`src/rtl/sound_pkg.sv`:
```
// Shared definitions for the sound channels: volume codes, channel state and
// the silence level of the offset-binary mixer outputs.
package sound_pkg;

  localparam logic [1:0] VOL_MUTE    = 2'd0;
  localparam logic [1:0] VOL_FULL    = 2'd1;
  localparam logic [1:0] VOL_HALF    = 2'd2;
  localparam logic [1:0] VOL_QUARTER = 2'd3;

  typedef enum logic {
    CH_OFF = 1'b0,
    CH_RUN = 1'b1
  } ch_state_e;

  // Silence level for an offset-binary output of the given width.
  function automatic int unsigned mid(input int unsigned out_w);
    return (32'd1 << (out_w - 32'd1)) - 32'd1;
  endfunction

endpackage

```
`src/rtl/sound_wave_channel_if.sv`:
```
// CPU-side wave RAM bus of the wave channel: byte write strobe, address,
// write data and combinational readback.
interface sound_wave_channel_if #(
  parameter int AW = 4
);
  logic          iWaveWe;
  logic [AW-1:0] iWaveAddr;
  logic [7:0]    iWaveData;
  logic [7:0]    oWaveData;

  modport master (output iWaveWe, iWaveAddr, iWaveData, input oWaveData);
  modport slave  (input iWaveWe, iWaveAddr, iWaveData, output oWaveData);
endinterface

```
`src/rtl/sound_wave_ram.sv`:
```
// Byte-wide wave sample store: one write port, two combinational read ports
// (CPU readback and sample fetch), cleared by the asynchronous reset.
module sound_wave_ram #(
  parameter int RAM_BYTES = 16,
  parameter int AW        = 4
) (
  input  logic          iClock,
  input  logic          iReset,
  input  logic          iWe,
  input  logic [AW-1:0] iAddr,
  input  logic [7:0]    iData,
  output logic [7:0]    oData,
  input  logic [AW-1:0] iFetchAddr,
  output logic [7:0]    oFetchData
);

  logic [7:0] mem_q [RAM_BYTES];

  always_ff @(posedge iClock or negedge iReset) begin
    if (!iReset) begin
      for (int i = 0; i < RAM_BYTES; i++) mem_q[i] <= '0;
    end else if (iWe) begin
      mem_q[iAddr] <= iData;
    end
  end

  // Both reads see the pre-write contents during a write cycle.
  assign oData      = mem_q[iAddr];
  assign oFetchData = mem_q[iFetchAddr];

endmodule

```
`src/rtl/sound_wave_channel.sv`:
```
// Wave-playback sound channel: steps through packed samples of the wave RAM on
// iTickWave strobes, with length timer, volume shift and DAC enable.
module sound_wave_channel
  import sound_pkg::*;
#(
  parameter int SAMPLE_W  = 4,
  parameter int RAM_BYTES = 16,
  parameter int FREQ_W    = 11,
  parameter int LEN_W     = 8,
  parameter int OUT_W     = 5
) (
  input  logic                 iClock,
  input  logic                 iReset,
  input  logic                 iTick256,
  input  logic                 iTickWave,
  input  logic [7:0]           iNR30,
  input  logic [7:0]           iNR31,
  input  logic [7:0]           iNR32,
  input  logic [7:0]           iNR33,
  input  logic [7:0]           iNR34,
  input  logic                 iTrigger,
  input  logic                 iLengthLoad,
  sound_wave_channel_if.slave  wave_bus,
  output logic [OUT_W-1:0]     oOut,
  output logic                 oChannelOn
);

  localparam int AW    = (RAM_BYTES > 1) ? $clog2(RAM_BYTES) : 1;
  localparam int NSAMP = RAM_BYTES * 8 / SAMPLE_W;
  localparam int SPB   = 8 / SAMPLE_W;
  localparam int PW    = (NSAMP > 1) ? $clog2(NSAMP) : 1;

  localparam logic [FREQ_W:0]  FULL_PERIOD = {1'b1, {FREQ_W{1'b0}}};
  localparam logic [FREQ_W:0]  TMR_ONE     = {{FREQ_W{1'b0}}, 1'b1};
  localparam logic [LEN_W:0]   FULL_LEN    = {1'b1, {LEN_W{1'b0}}};
  localparam logic [LEN_W:0]   LEN_ONE     = {{LEN_W{1'b0}}, 1'b1};
  localparam logic [OUT_W-1:0] MID         = OUT_W'(mid(OUT_W));
  localparam logic [OUT_W-1:0] OFFS        = MID - OUT_W'(2 ** (SAMPLE_W - 1));

  // First sample of a byte sits in its most significant bits.
  function automatic logic [SAMPLE_W-1:0] pick(input logic [7:0] b, input logic [PW-1:0] p);
    logic [7:0] sh;
    sh = b >> (SAMPLE_W * (SPB - 1 - (int'(p) % SPB)));
    return sh[SAMPLE_W-1:0];
  endfunction

  ch_state_e           state_q, state_d;
  logic [PW-1:0]       pos_q, pos_d;
  logic [SAMPLE_W-1:0] buf_q, buf_d;
  logic [FREQ_W:0]     tmr_q, tmr_d;
  logic [LEN_W:0]      len_q, len_d;
  logic [OUT_W-1:0]    out_q, out_d;

  logic [10:0]         freq_raw;
  logic [FREQ_W:0]     period;
  logic [PW-1:0]       pos_nxt;
  logic [AW-1:0]       play_addr, cpu_addr, fetch_addr;
  logic [7:0]          fetch_byte;
  logic [1:0]          vol;
  logic [SAMPLE_W-1:0] scaled;
  logic                unused_bits;

  assign freq_raw   = {iNR34[2:0], iNR33};
  assign period     = FULL_PERIOD - {1'b0, FREQ_W'(freq_raw)};
  assign pos_nxt    = (pos_q == PW'(NSAMP - 1)) ? '0 : pos_q + PW'(1);
  assign play_addr  = AW'(pos_q / PW'(SPB));
  assign fetch_addr = AW'(pos_nxt / PW'(SPB));
  assign vol        = iNR32[6:5];
  assign unused_bits = ^{iNR30[6:0], iNR32[7], iNR32[4:0], iNR34[7], iNR34[5:3]};

  // While playing, the CPU only ever reaches the byte under the play head.
  assign cpu_addr = (state_q == CH_RUN) ? play_addr : wave_bus.iWaveAddr;

  sound_wave_ram #(
    .RAM_BYTES (RAM_BYTES),
    .AW        (AW)
  ) u_ram (
    .iClock     (iClock),
    .iReset     (iReset),
    .iWe        (wave_bus.iWaveWe),
    .iAddr      (cpu_addr),
    .iData      (wave_bus.iWaveData),
    .oData      (wave_bus.oWaveData),
    .iFetchAddr (fetch_addr),
    .oFetchData (fetch_byte)
  );

  always_comb begin
    state_d = state_q;
    pos_d   = pos_q;
    buf_d   = buf_q;
    tmr_d   = tmr_q;
    len_d   = len_q;

    if (state_q == CH_RUN && iTickWave) begin
      if (tmr_q == TMR_ONE) begin
        tmr_d = period;
        pos_d = pos_nxt;
        buf_d = pick(fetch_byte, pos_nxt);
      end else begin
        tmr_d = tmr_q - TMR_ONE;
      end
    end

    // Trigger owns the length counter on its cycle; load beats a tick.
    if (iTrigger) begin
      if (len_q == '0) len_d = FULL_LEN;
    end else if (iLengthLoad) begin
      len_d = FULL_LEN - {1'b0, LEN_W'(iNR31)};
    end else if (iTick256 && iNR34[6] && len_q != '0) begin
      len_d = len_q - LEN_ONE;
      if (len_q == LEN_ONE) state_d = CH_OFF;
    end

    if (!iNR30[7]) state_d = CH_OFF;

    if (iTrigger && iNR30[7]) begin
      state_d = CH_RUN;
      pos_d   = '0;
      buf_d   = '0;
      tmr_d   = period;
    end

    case (vol)
      VOL_FULL:    scaled = buf_q;
      VOL_HALF:    scaled = buf_q >> 1;
      VOL_QUARTER: scaled = buf_q >> 2;
      default:     scaled = '0;
    endcase

    out_d = (state_q == CH_RUN && vol != VOL_MUTE) ? OFFS + OUT_W'(scaled) : MID;
  end

  always_ff @(posedge iClock or negedge iReset) begin
    if (!iReset) begin
      state_q <= CH_OFF;
      pos_q   <= '0;
      buf_q   <= '0;
      tmr_q   <= '0;
      len_q   <= '0;
      out_q   <= MID;
    end else begin
      state_q <= state_d;
      pos_q   <= pos_d;
      buf_q   <= buf_d;
      tmr_q   <= tmr_d;
      len_q   <= len_d;
      out_q   <= out_d;
    end
  end

  assign oOut       = out_q;
  assign oChannelOn = (state_q == CH_RUN);

endmodule

```
`src/flat_wrapper.sv`:
```
// flat-port wrapper written by rule: the top's interface ports become plain ports
module sound_wave_channel_flat import sound_pkg::*;
#(
  parameter int SAMPLE_W  = 4,
  parameter int RAM_BYTES = 16,
  parameter int FREQ_W    = 11,
  parameter int LEN_W     = 8,
  parameter int OUT_W     = 5
)
  (iClock, iReset, iTick256, iTickWave, iNR30, iNR31, iNR32, iNR33, iNR34, iTrigger, iLengthLoad, oOut, oChannelOn, wave_bus_iWaveWe, wave_bus_iWaveAddr, wave_bus_iWaveData, wave_bus_oWaveData);
  sound_wave_channel_if #(.AW((4))) wave_bus_i ();
  input  logic iClock;
  input  logic iReset;
  input  logic iTick256;
  input  logic iTickWave;
  input  logic [7:0] iNR30;
  input  logic [7:0] iNR31;
  input  logic [7:0] iNR32;
  input  logic [7:0] iNR33;
  input  logic [7:0] iNR34;
  input  logic iTrigger;
  input  logic iLengthLoad;
  output logic [OUT_W-1:0] oOut;
  output logic oChannelOn;
  input wire logic [$bits(wave_bus_i.iWaveWe)-1:0] wave_bus_iWaveWe;
  input wire logic [$bits(wave_bus_i.iWaveAddr)-1:0] wave_bus_iWaveAddr;
  input wire logic [$bits(wave_bus_i.iWaveData)-1:0] wave_bus_iWaveData;
  output wire logic [$bits(wave_bus_i.oWaveData)-1:0] wave_bus_oWaveData;
  assign wave_bus_i.iWaveWe = wave_bus_iWaveWe;
  assign wave_bus_i.iWaveAddr = wave_bus_iWaveAddr;
  assign wave_bus_i.iWaveData = wave_bus_iWaveData;
  assign wave_bus_oWaveData = wave_bus_i.oWaveData;
  sound_wave_channel #(.SAMPLE_W(SAMPLE_W), .RAM_BYTES(RAM_BYTES), .FREQ_W(FREQ_W), .LEN_W(LEN_W), .OUT_W(OUT_W)) u_core (.iClock(iClock), .iReset(iReset), .iTick256(iTick256), .iTickWave(iTickWave), .iNR30(iNR30), .iNR31(iNR31), .iNR32(iNR32), .iNR33(iNR33), .iNR34(iNR34), .iTrigger(iTrigger), .iLengthLoad(iLengthLoad), .wave_bus(wave_bus_i), .oOut(oOut), .oChannelOn(oChannelOn));
endmodule
```
`config.mk`:
```
export PLATFORM = sky130hd
export DESIGN_NAME = sound_wave_channel_flat
export DESIGN_NICKNAME = d
export VERILOG_FILES = /design/src/rtl/sound_pkg.sv /design/src/rtl/sound_wave_channel_if.sv /design/src/rtl/sound_wave_ram.sv /design/src/rtl/sound_wave_channel.sv /design/src/flat_wrapper.sv
export SDC_FILE = /design/constraint.sdc
export NUM_CORES = 1
export LEC_CHECK = 0
export CORE_ASPECT_RATIO = 0.7
export CORE_MARGIN = 1
export CORE_UTILIZATION = 35
export DETAILED_ROUTE_END_ITERATION = 10
export GPL_TIMING_DRIVEN = 0
export PLACE_DENSITY = 0.62
export SETUP_SLACK_MARGIN = 0.2
export SLEW_MARGIN = 20
export SYNTH_ARGS = -nofsm -noshare
export SYNTH_HDL_FRONTEND = slang
export SYNTH_SLANG_ARGS = --single-unit
export TNS_END_PERCENT = 10
```
`constraint.sdc`:
```
create_clock -name iClock -period 3.4 [get_ports iClock]
set_input_delay 0.68 -clock iClock [delete_from_list [all_inputs] [get_ports iClock]]
set_output_delay 0.68 -clock iClock [all_outputs]
set_load 0.005 [all_outputs]
```
# Word-level counts from Yosys, hierarchy flattened
# Index checks and enable logic that the tools add are counted.
word_totals:
  reg_bits: 164
  latch_bits: 0
  ram_bits: 0
  mem_bits_ro: 0
  in_bits: 59
  out_inout_bits: 14
  elab_cells: 93
  n_memories: 0
classes:
  n_addsub: 7
  n_mul: 0
  div_mod_pow: 0
  magnitude_cmp: 3
  n_eq_ne: 11
  shifts: 1
  mux: 32
  n_bitwise: 2
  n_reduce_logical: 15
op_table:
  columns: ["operator", "count"]
  rows:
  - ["bitwise mux 128 bit", 1]
  - ["binary-select mux 8 bit (select 4 bit)", 2]
  - ["2-to-1 mux 8 bit", 5]
  - ["2-to-1 mux 12 bit", 3]
  - ["2-to-1 mux 9 bit", 4]
  - ["demux 8 bit (select 4 bit)", 1]
  - [">> shifter 8 x 32 -> 4 bit", 1]
  - ["2-to-1 mux 5 bit", 5]
  - ["2-to-1 mux 4 bit", 4]
  - ["equality test 12 x 1 -> 1 bit, second input constant", 1]
  - ["case mux 4 bit (3 select lines)", 1]
  - ["subtractor 12 x 1 -> 12 bit, second input constant", 1]
  - ["subtractor 12 x 11 -> 12 bit, first input constant", 1]
  - ["greater-or-equal comparator 5 bit, second input constant", 2]
  - ["NOT 4 -> 5 bit", 2]
  - ["equality test 9 x 1 -> 1 bit, second input constant", 1]
  - ["logical NOT 9 bit", 1]
  - ["nonzero test 9 bit", 1]
  - ["subtractor 9 x 1 -> 9 bit, second input constant", 1]
  - ["subtractor 9 x 8 -> 9 bit, first input constant", 1]
  - ["logical AND 1 bit", 6]
  - ["2-to-1 mux 1 bit", 6]
  - ["!= test 3 x 1 -> 1 bit, second input constant", 2]
  - ["!= test 3 x 2 -> 1 bit, second input constant", 2]
  - ["other kinds (12)", 16]

# Depth between registers and ports, before layout
# Gate-level depths: netlist of run 1.
depth:
  depth_word: 10
  depth_mapped: 11
  ltp_nobuf: 9

# Hierarchy
# From an unflattened synthesis of run 1, not the netlist that was laid out.
unflattened:
  cells_unflattened: 749
  hier_area_um2: 9499.1
by_module_without_submodules:
  columns: ["module", "n_inst", "cells_each", "area_per_inst_um2", "seq_area_each_um2"]
  rows:
  - ["sound_wave_ram", 1, 435, 6775.2, 3203.1]
  - ["sound_wave_channel", 1, 314, 2723.9, 905.9]

# Worst setup path before layout of run 1
# OpenSTA, ideal clock, no wires.
synth_path:
  kind: "input to output"
  start: "input wave_bus_iWaveAddr[0]"
  end: "output wave_bus_oWaveData[6]"
  arrival_ns: 2.224
  t_required_ns: 2.720
  path_slack_ns: 0.496
  cell_stages: 6
  n_path_buf: 1
  path_cell_list: "mux2i_4 buf_4 mux4_2 and2_1 a211oi_1 a31oi_1"
synth_via:
  elab_chain_cells: 5
synth_rtl:
  columns: ["item", "line_no", "text"]
  rows:
  - ["from (decl)", "flat_wrapper.sv:26", "input wire logic [$bits(wave_bus_i.iWaveAddr)-1:0] wave_bus_iWaveAddr;"]
  - ["2-to-1 mux 4 bit", "sound_wave_channel.sv:72", "assign cpu_addr = (state_q == CH_RUN) ? play_addr : wave_bus.iWaveAddr;"]
  - ["NOT 4 -> 5 bit (implied by the code)", "sound_wave_ram.sv:28", "assign oData = mem_q[iAddr];"]
  - ["binary-select mux 8 bit (select 4 bit)", "sound_wave_ram.sv:28", null]
  - ["2-to-1 mux 8 bit (implied by the code) (2 in series)", "sound_wave_ram.sv:28", null]
  - ["to (decl)", "flat_wrapper.sv:28", "output wire logic [$bits(wave_bus_i.oWaveData)-1:0] wave_bus_oWaveData;"]
# Every way passes these cells. The select of a mux whose other input is x is not followed.

# Final worst setup path of run 1
layout_path:
  start: "input wave_bus_iWaveAddr[1]"
  end: "output wave_bus_oWaveData[0]"
# Same word-level chain as after synthesis.

==> results by group, run 1 <==
Drt
  • Total iterations of the first detailed-routing run: 5
  • Post-DRT Antenna Nets: 0
  • Per-cell via count in the routed design: around 5.8
  • Total Wirelength: a little under 30 mm
  • Drt wl/cell: about 22 um
  • Count of routing violations after the opening detailed-route iteration: 716
  • Vias after detailed routing: 7,830
  • Drt drc: 0

Clock tree
  • Max H-tree Level: 4
  • Number of sinks handled by clock tree synthesis: 164
  • Post-CTS Hold Fix Bufs: 0
  • Clock tree from TritonCTS: built
  • Clock transition time at the flip-flop clock pins of the worst setup and hold paths: 0.06 ns
  • Worst-skew pair later-pin latency: around 0.44 ns
  • Clock Tree Buf Depth: 2
  • Total CTS buffers: 17
  • Clock root buffer: clkbuf_16

Yosys
  • Post-synthesis sequential area ratio: between 40% and 50%
  • Top area cells in the synthesized netlist: dfrtp_1, mux2_2, mux4_2, nand2_1, mux2i_1
  • Count of mapped cells out of synthesis: 889
  • Yosys reg bits: 164
  • Total number of yosys warnings: 0
  • Distinct cell type count after synthesis: 64
  • Post-synth EDFFs: 0
  • Number of nets produced by synthesis: 957
  • Ys flop type: dfrtp_1
  • Mapped Area: roughly 9700 um2
  • Dominant cell type by area after synthesis: dfrtp_1
  • Post-synth top area share: 41.3%
  • Share of synthesized registers carrying an async set or reset: 100%
  • Average footprint of a synthesized cell: 10.9 um2

Timing
  • Worst relative slew slack: 43.2%
  • Worst-margin pin slew: 0.844 ns
  • Highest achievable clock rate: around 0.30 GHz
  • Fin. max-slew vios: 0
  • Setup slack of the critical path after layout: 0.0847 ns
  • RSZ-0062 raised after global routing: true
  • Total setup violations reported at the end of the flow: 0
  • Post-route minimum period: 3.32 ns
  • Ratio of final minimum period to clock period: 97.5%
  • Number of hold violations in the final report: 0
  • Clock tree skew after final layout: about 0.011 ns

Place
  • Half-perimeter wire length after placement: 21.2 mm
  • Post-placement setup slack: -1.08 ns
  • Post-Place Cell Area: 10,700 um2
  • Final Wtd Congestion: just under 1
  • Port Buffer Count: 54

GRT
  • Number of global-route vias before repair: 7,404
  • Overall fraction of global-route tracks in use: between 20% and 30%
  • Largest net degree at the start of global routing: slightly below 100
  • Initial antenna violation count: 0
  • Wire length of the first global-routing pass: ~46 mm
  • GR Overflow Total: 0

Worst setup path
  • Critical path's slowest cell: clkdlybuf4s50_1
  • CP startpoint kind: input port
  • WS Path Type: in2out
  • Most prevalent standard cell on the critical path: buf_12
  • Data required time at the worst endpoint: 2.72 ns
  • Max Fanout on Critical Path: 8
  • Crit path arrival time: 2.64 ns
  • Crit path cell chain: clkdlybuf4s50_1 -> mux2i_4 -> buf_12 -> buf_12 -> buf_4 -> mux4_2 -> a211oi_2 -> a31oi_2 -> buf_2
  • Largest stage delay on the critical path: about 0.47 ns
  • Kind of capture point of the worst setup path: output port
  • Number of cells on the worst reg-to-reg path: 9
  • Endpoint of the most critical register-to-register path: u_core.buf_q[1]
  • Reg2reg start: u_core.pos_q[1]
  • Worst reg-to-reg setup slack: 0.21 ns

Final layout
  • Area growth syn-to-layout: 18.8%
  • Share of post-route cells with drive strength above 1: 28.9%
  • Area of all placed cells without fillers: between 10,000 and 15,000 um2
  • Area taken by flip-flops and latches: between 4000 and 5000 um2
  • N_diodes: 0
  • Fill count: between 2k and 3k
  • Combined area of the multi-input logic cells: 5360 um2
  • Nets@finish: 1,041

Power
  • Share of power burned in combinational logic: 27.9%
  • Total internal power: about 0.0046 W
  • Pwr/cell area: between 500 and 600 nW/um2
  • Sw Pwr: approximately 0.0021 W
  • Clock Power Share: 28.1%
  • Peak supply drop: 0.000283 V
  • Flop pwr share: 44.0%
  • Sw Ratio: between 30% and 40%
  • Leak pwr: 4.61 nW

Floorplanning
  • Rows: 50
  • Vertical die dimension: 141 um
  • Floorplan Core Area: around 27,000 um2
  • Area of the die: 28,400 um2
  • Num ports: 73
  • Chip width: 201 um
  • Initial core utilization: between 30% and 40%

Min path
  • Min-delay worst type: in2async

Job
  • Max-cap check violation count: 0

Outcome
  • Status: completed
-- layer usage --
layer	wire [um]	global-route usage, %	vias to the layer above	share of wire (%)
li1	-	-	3456	-
met1	14400	32.8	3978	49
met2	11900	29.3	351	40
met3	2720	5.29	45	9.2
met4	531	5.58	0	1.8
met5	0	0	-	0
-- flip-flops by register name, summed over array words and instances (netlist names) --
name                cells
u_core.u_ram.mem_q    128
u_core.tmr_q           12
u_core.len_q            9
u_core.oOut             5
u_core.pos_q            5
u_core.buf_q            4
u_core.oChannelOn       1
-- worst max path at each step --
stage	startpoint	endpoint	slack, ns	cells after the start
final	wave_bus_iWaveAddr[1]	wave_bus_oWaveData[0]	0.08	9
after global routing	wave_bus_iWaveAddr[3]	wave_bus_oWaveData[5]	0.02	6
after CTS	wave_bus_iWaveAddr[1]	wave_bus_oWaveData[1]	0.10	8
after detailed placement	wave_bus_iWaveAddr[1]	wave_bus_oWaveData[3]	-1.08	8
after global placement	iReset	u_core.u_ram.mem_q[45]	-5.28	1
after floorplan	wave_bus_iWaveAddr[0]	wave_bus_oWaveData[6]	0.50	6
-- through the flow --
stage / hold slack (ns) / utilization [%] / std cells / total power [W] / TNS [ns]
finish: 0.180 / 42.7 / 1348 / 0.00673 / 0
detailed placement: 0.501 / 39.7 / 1308 / 0.00477 / -9.11
global route: 0.218 / 42.7 / 1348 / 0.00705 / 0
global placement: 0.476 / 39.6 / 1307 / 0.00472 / -863.07
floorplan: 0.384 / - / 889 / 0.00413 / 0
CTS: 0.206 / 42.2 / 1341 / 0.00668 / 0
-- area by class of cell --
cell class                      count  area share, %
Multi-Input combinational cell    654           46.6
Sequential cell                   164           35.7
Timing Repair Buffer               65           5.78
Tap cell                          364           3.96
Clock buffer                       22           3.86
Buffer                             53           2.59
Clock inverter                      8          0.913
Inverter                           18          0.620
-- cells in the mapped netlist (10+ instances only) --
master	n
clkbuf_1	33
buf_2	15
mux4_2	36
nor3_1	23
a21oi_1	29
xnor2_1	12
nand2_1	93
nor4_1	11
a31oi_1	16
mux2i_1	29
inv_1	17
nand3_1	24
nor2_2	16
and2_1	10
mux2_2	129
o21ai_0	29
dfrtp_1	160
nor2_1	57
-- critical path: cells and delay by family --
kind | cells | cell delay (ns)
buf+inv | 5 | 1.06
mux | 2 | 0.52
compound gates | 2 | 0.36
-- cells in the final DEF (no fill, tap or decap), types with 11 or more instances in the layout --
cell,instances
a31oi_1,13
a21oi_1,29
dfrtp_1,159
nor3_1,23
nor4_1,11
mux2_2,129
inv_1,17
clkdlybuf4s50_1,44
o21ai_0,29
buf_2,21
nand2_1,93
nand3_1,24
clkbuf_16,18
clkbuf_1,33
mux4_2,36
xnor2_1,12
nor2_1,56
nor2_2,17
mux2i_1,29
-- kinds of logic after synthesis --
kind of cell    count (synthesis)  share of synthesized area, %
flops                         164                          42.4
fa+ha+maj                       9                          1.16
compound gates                150                          10.4
xor+xnor                       22                          2.18
mux                           197                          26.9
buf+inv                        71                          3.14
simple gates                  276                          13.8
-- power groups by stage --
stage	clock network, W	registers [W]	logic, W
global route	0.00199	0.00303	0.00203
floorplan	0	0.00280	0.00133
detailed placement	0	0.00297	0.00180
global placement	0	0.00296	0.00176
CTS	0.00191	0.00294	0.00183
finish	0.00189	0.00296	0.00188
-- timing repair --
action,4_1_cts,5_1_grt
resized for setup,63,13
pin swaps,0,2
buffers inserted,3,6
gates cloned,0,1
setup endpoints to repair,12,12
Note: power is estimated with default switching activity, not from simulation.
==> run 2, diff against run 1 <==
SLEW_MARGIN = 10   (was 20)
==> results by group, run 2 (synthesis gave the netlist of run 1 again) <==
Drt
  • Vias after detailed routing: 7,829 (-0.013%)
  • Drt drc: 0 (unchanged)
  • Drt wl/cell: 21.8 um (-0.59%)
  • Per-cell via count in the routed design: 5.82 (+0.14%)
  • Post-DRT Antenna Nets: 0 (unchanged)
  • Total iterations of the first detailed-routing run: 7 (+2)
  • Total Wirelength: 29.3 mm (-0.74%)
  • Count of routing violations after the opening detailed-route iteration: 722 (+0.84%)

Clock tree
  • Max H-tree Level: 4 (unchanged)
  • Total CTS buffers: 17 (unchanged)
  • Worst-skew pair later-pin latency: 0.44 ns (about the same)
  • Clock transition time at the flip-flop clock pins of the worst setup and hold paths: 0.07 ns (about the same)
  • Clock tree from TritonCTS: built
  • Number of sinks handled by clock tree synthesis: 164 (unchanged)
  • Clock root buffer: clkbuf_16
  • Clock Tree Buf Depth: 2 (unchanged)

GRT
  • Largest net degree at the start of global routing: 101 (+3.1%)
  • Overall fraction of global-route tracks in use: 21.4% (+0.097 points)
  • Wire length of the first global-routing pass: 46.0 mm (+1.1%)
  • GR Overflow Total: 0 (unchanged)
  • Initial antenna violation count: 0 (unchanged)
  • Number of global-route vias before repair: 7,514 (+1.5%)

Worst setup path
  • Reg2reg start: u_core.pos_q[1]
  • Crit path cell chain: clkdlybuf4s50_1 -> mux2i_4 -> buf_12 -> buf_12 -> mux4_2 -> and2_1 -> a211oi_2 -> a31oi_1 -> buf_2
  • Cell class contributing the biggest share of worst-path delay: buffers and inverters
  • Number of cells on the worst reg-to-reg path: 10 (+1)
  • Largest stage delay on the critical path: 0.48 ns (about the same)
  • Crit path arrival time: 2.61 ns (-0.03 ns)
  • Critical path's slowest cell: clkdlybuf4s50_1
  • Number of buffers and inverters on the critical path: 4 (-1)
  • Data required time at the worst endpoint: 2.72 ns (about the same)
  • Max Fanout on Critical Path: 7 (-1)
  • Kind of capture point of the worst setup path: output port
  • Most prevalent standard cell on the critical path: buf_12
  • WS Path Type: in2out
  • Worst reg-to-reg setup slack: 0.21 ns (about the same)
  • CP startpoint kind: input port
  • Endpoint of the most critical register-to-register path: u_core.buf_q[1]

Floorplanning
  • Num ports: 73 (unchanged)
  • Area of the die: 28,400 um2 (unchanged)
  • Floorplan Core Area: 27,000 um2 (unchanged)
  • Vertical die dimension: 141 um (unchanged)
  • Rows: 50 (unchanged)
  • Initial core utilization: 35.9% (unchanged)
  • Chip width: 201 um (unchanged)

Power
  • Leak pwr: 4.62 nW (+0.20%)
  • Pwr/cell area: 586 nW/um2 (+0.23%)
  • Power, Total: 0.00675 W (+0.33%)
  • Peak supply drop: 0.000292 V (+3.1%)

Timing
  • Highest achievable clock rate: 0.304 GHz (+0.89%)
  • Post-route minimum period: 3.29 ns (-0.0292 ns)
  • Worst-margin pin slew: 0.814 ns (-0.0304 ns)
  • Number of hold violations in the final report: 0 (unchanged)
  • Fin. max-slew vios: 0 (unchanged)
  • Total setup violations reported at the end of the flow: 0 (unchanged)
  • Ratio of final minimum period to clock period: 96.7% (-0.86 points)
  • RSZ-0062 raised after global routing: true
  • Worst Hold Margin: 0.185 ns (+0.00539 ns)
  • Clock tree skew after final layout: 0.0106 ns (-0.000485 ns)
  • Worst relative slew slack: 45.5% (+2.3 points)

Outcome
  • Status: completed

Place
  • Count of placed standard cells including taps: 1,308 (unchanged)
  • Half-perimeter wire length after placement: 21.2 mm (about the same)
  • Final Wtd Congestion: 0.980 (unchanged)
  • Port Buffer Count: 54 (unchanged)

Final layout
  • Most common cell after layout, fill and taps aside: dfrtp_1
  • Biggest register: u_core.u_ram.mem_q
  • Nets@finish: 1,038 (-0.29%)
  • Share of post-route cells with drive strength above 1: 29.0% (+0.16 points)
  • N_diodes: 0 (unchanged)
  • Number of standard cells in the layout, taps in and fillers out: 1,346 (-0.15%)
  • Largest register FFs: 128 (unchanged)
  • Area growth syn-to-layout: 18.9% (about the same)
  • Biggest registers after layout: u_core.u_ram.mem_q: 128 flops, u_core.tmr_q: 12 flops, u_core.len_q: 9 flops
  • Commonest cells after routing, fill and taps aside: dfrtp_1, mux2_2, nand2_1
  • Utilization after layout: 42.7% (about the same)

Min path
  • Min-delay worst type: in2async

Job
  • Max-cap check violation count: 0 (unchanged)
[run 2: how the worst max path moves through the flow]
stage	from	to	slack [ns]	cells after the start
2_1_floorplan	wave_bus_iWaveAddr[0]	wave_bus_oWaveData[6]	0.50	6
3_3_place_gp	iReset	u_core.u_ram.mem_q[45]	-5.28	1
3_5_place_dp	wave_bus_iWaveAddr[1]	wave_bus_oWaveData[3]	-1.12	8
4_1_cts	wave_bus_iWaveAddr[3]	wave_bus_oWaveData[3]	0.07	6
5_1_grt	u_core.oChannelOn	wave_bus_oWaveData[4]	0.09	8
6_report	wave_bus_iWaveAddr[1]	wave_bus_oWaveData[6]	0.11	9
[run 2: what timing repair did]
| item | 4_1_cts | 5_1_grt |
|---|---|---|
| buffers inserted | 3 | 3 |
| hold endpoints to repair | 0 | 0 |
| pin swaps | 0 | 4 |
| cloned | 0 | 1 |
| setup endpoints to repair | 12 | 12 |
| resized for setup | 60 | 17 |
| hold buffers | 0 | 0 |
[run 2: where the power goes]
group          internal [W]  leakage, nW  switching, W  total (W)
Sequential          0.00248         2.04      0.000478    0.00296
Combinational       0.00103         2.30      0.000841    0.00187
Clock               0.00107        0.276      0.000846    0.00192
Total               0.00458         4.62       0.00217    0.00675
[run 2: stage by stage]
step / setup WS, ns / TNS (ns) / cell area (um2)
detailed placement: -1.12 / -9.55 / 10700
CTS: 0.0702 / 0 / 11400
finish: 0.114 / 0 / 11500
global placement: -5.28 / -863.07 / 10700
floorplan: 0.496 / 0 / 9690
global route: 0.0919 / 0 / 11500
[run 2: per-layer routing]
metal | global-route usage, % | share of wire, %
met3 | 5.11 | 9.5
met2 | 29.8 | 41
met5 | 0 | 0
met4 | 4.62 | 1.5
met1 | 33.2 | 48
[run 2: area by class of cell]
cell class	instances	area [um2]
multi-input cells	654	5360
well taps	364	455
repair buffers	62	656
fillers	2533	15400
clock inverters	10	98.8
inverters	18	71.3
clock buffers	21	470
plain buffers	53	303
flip-flops and latches	164	4110
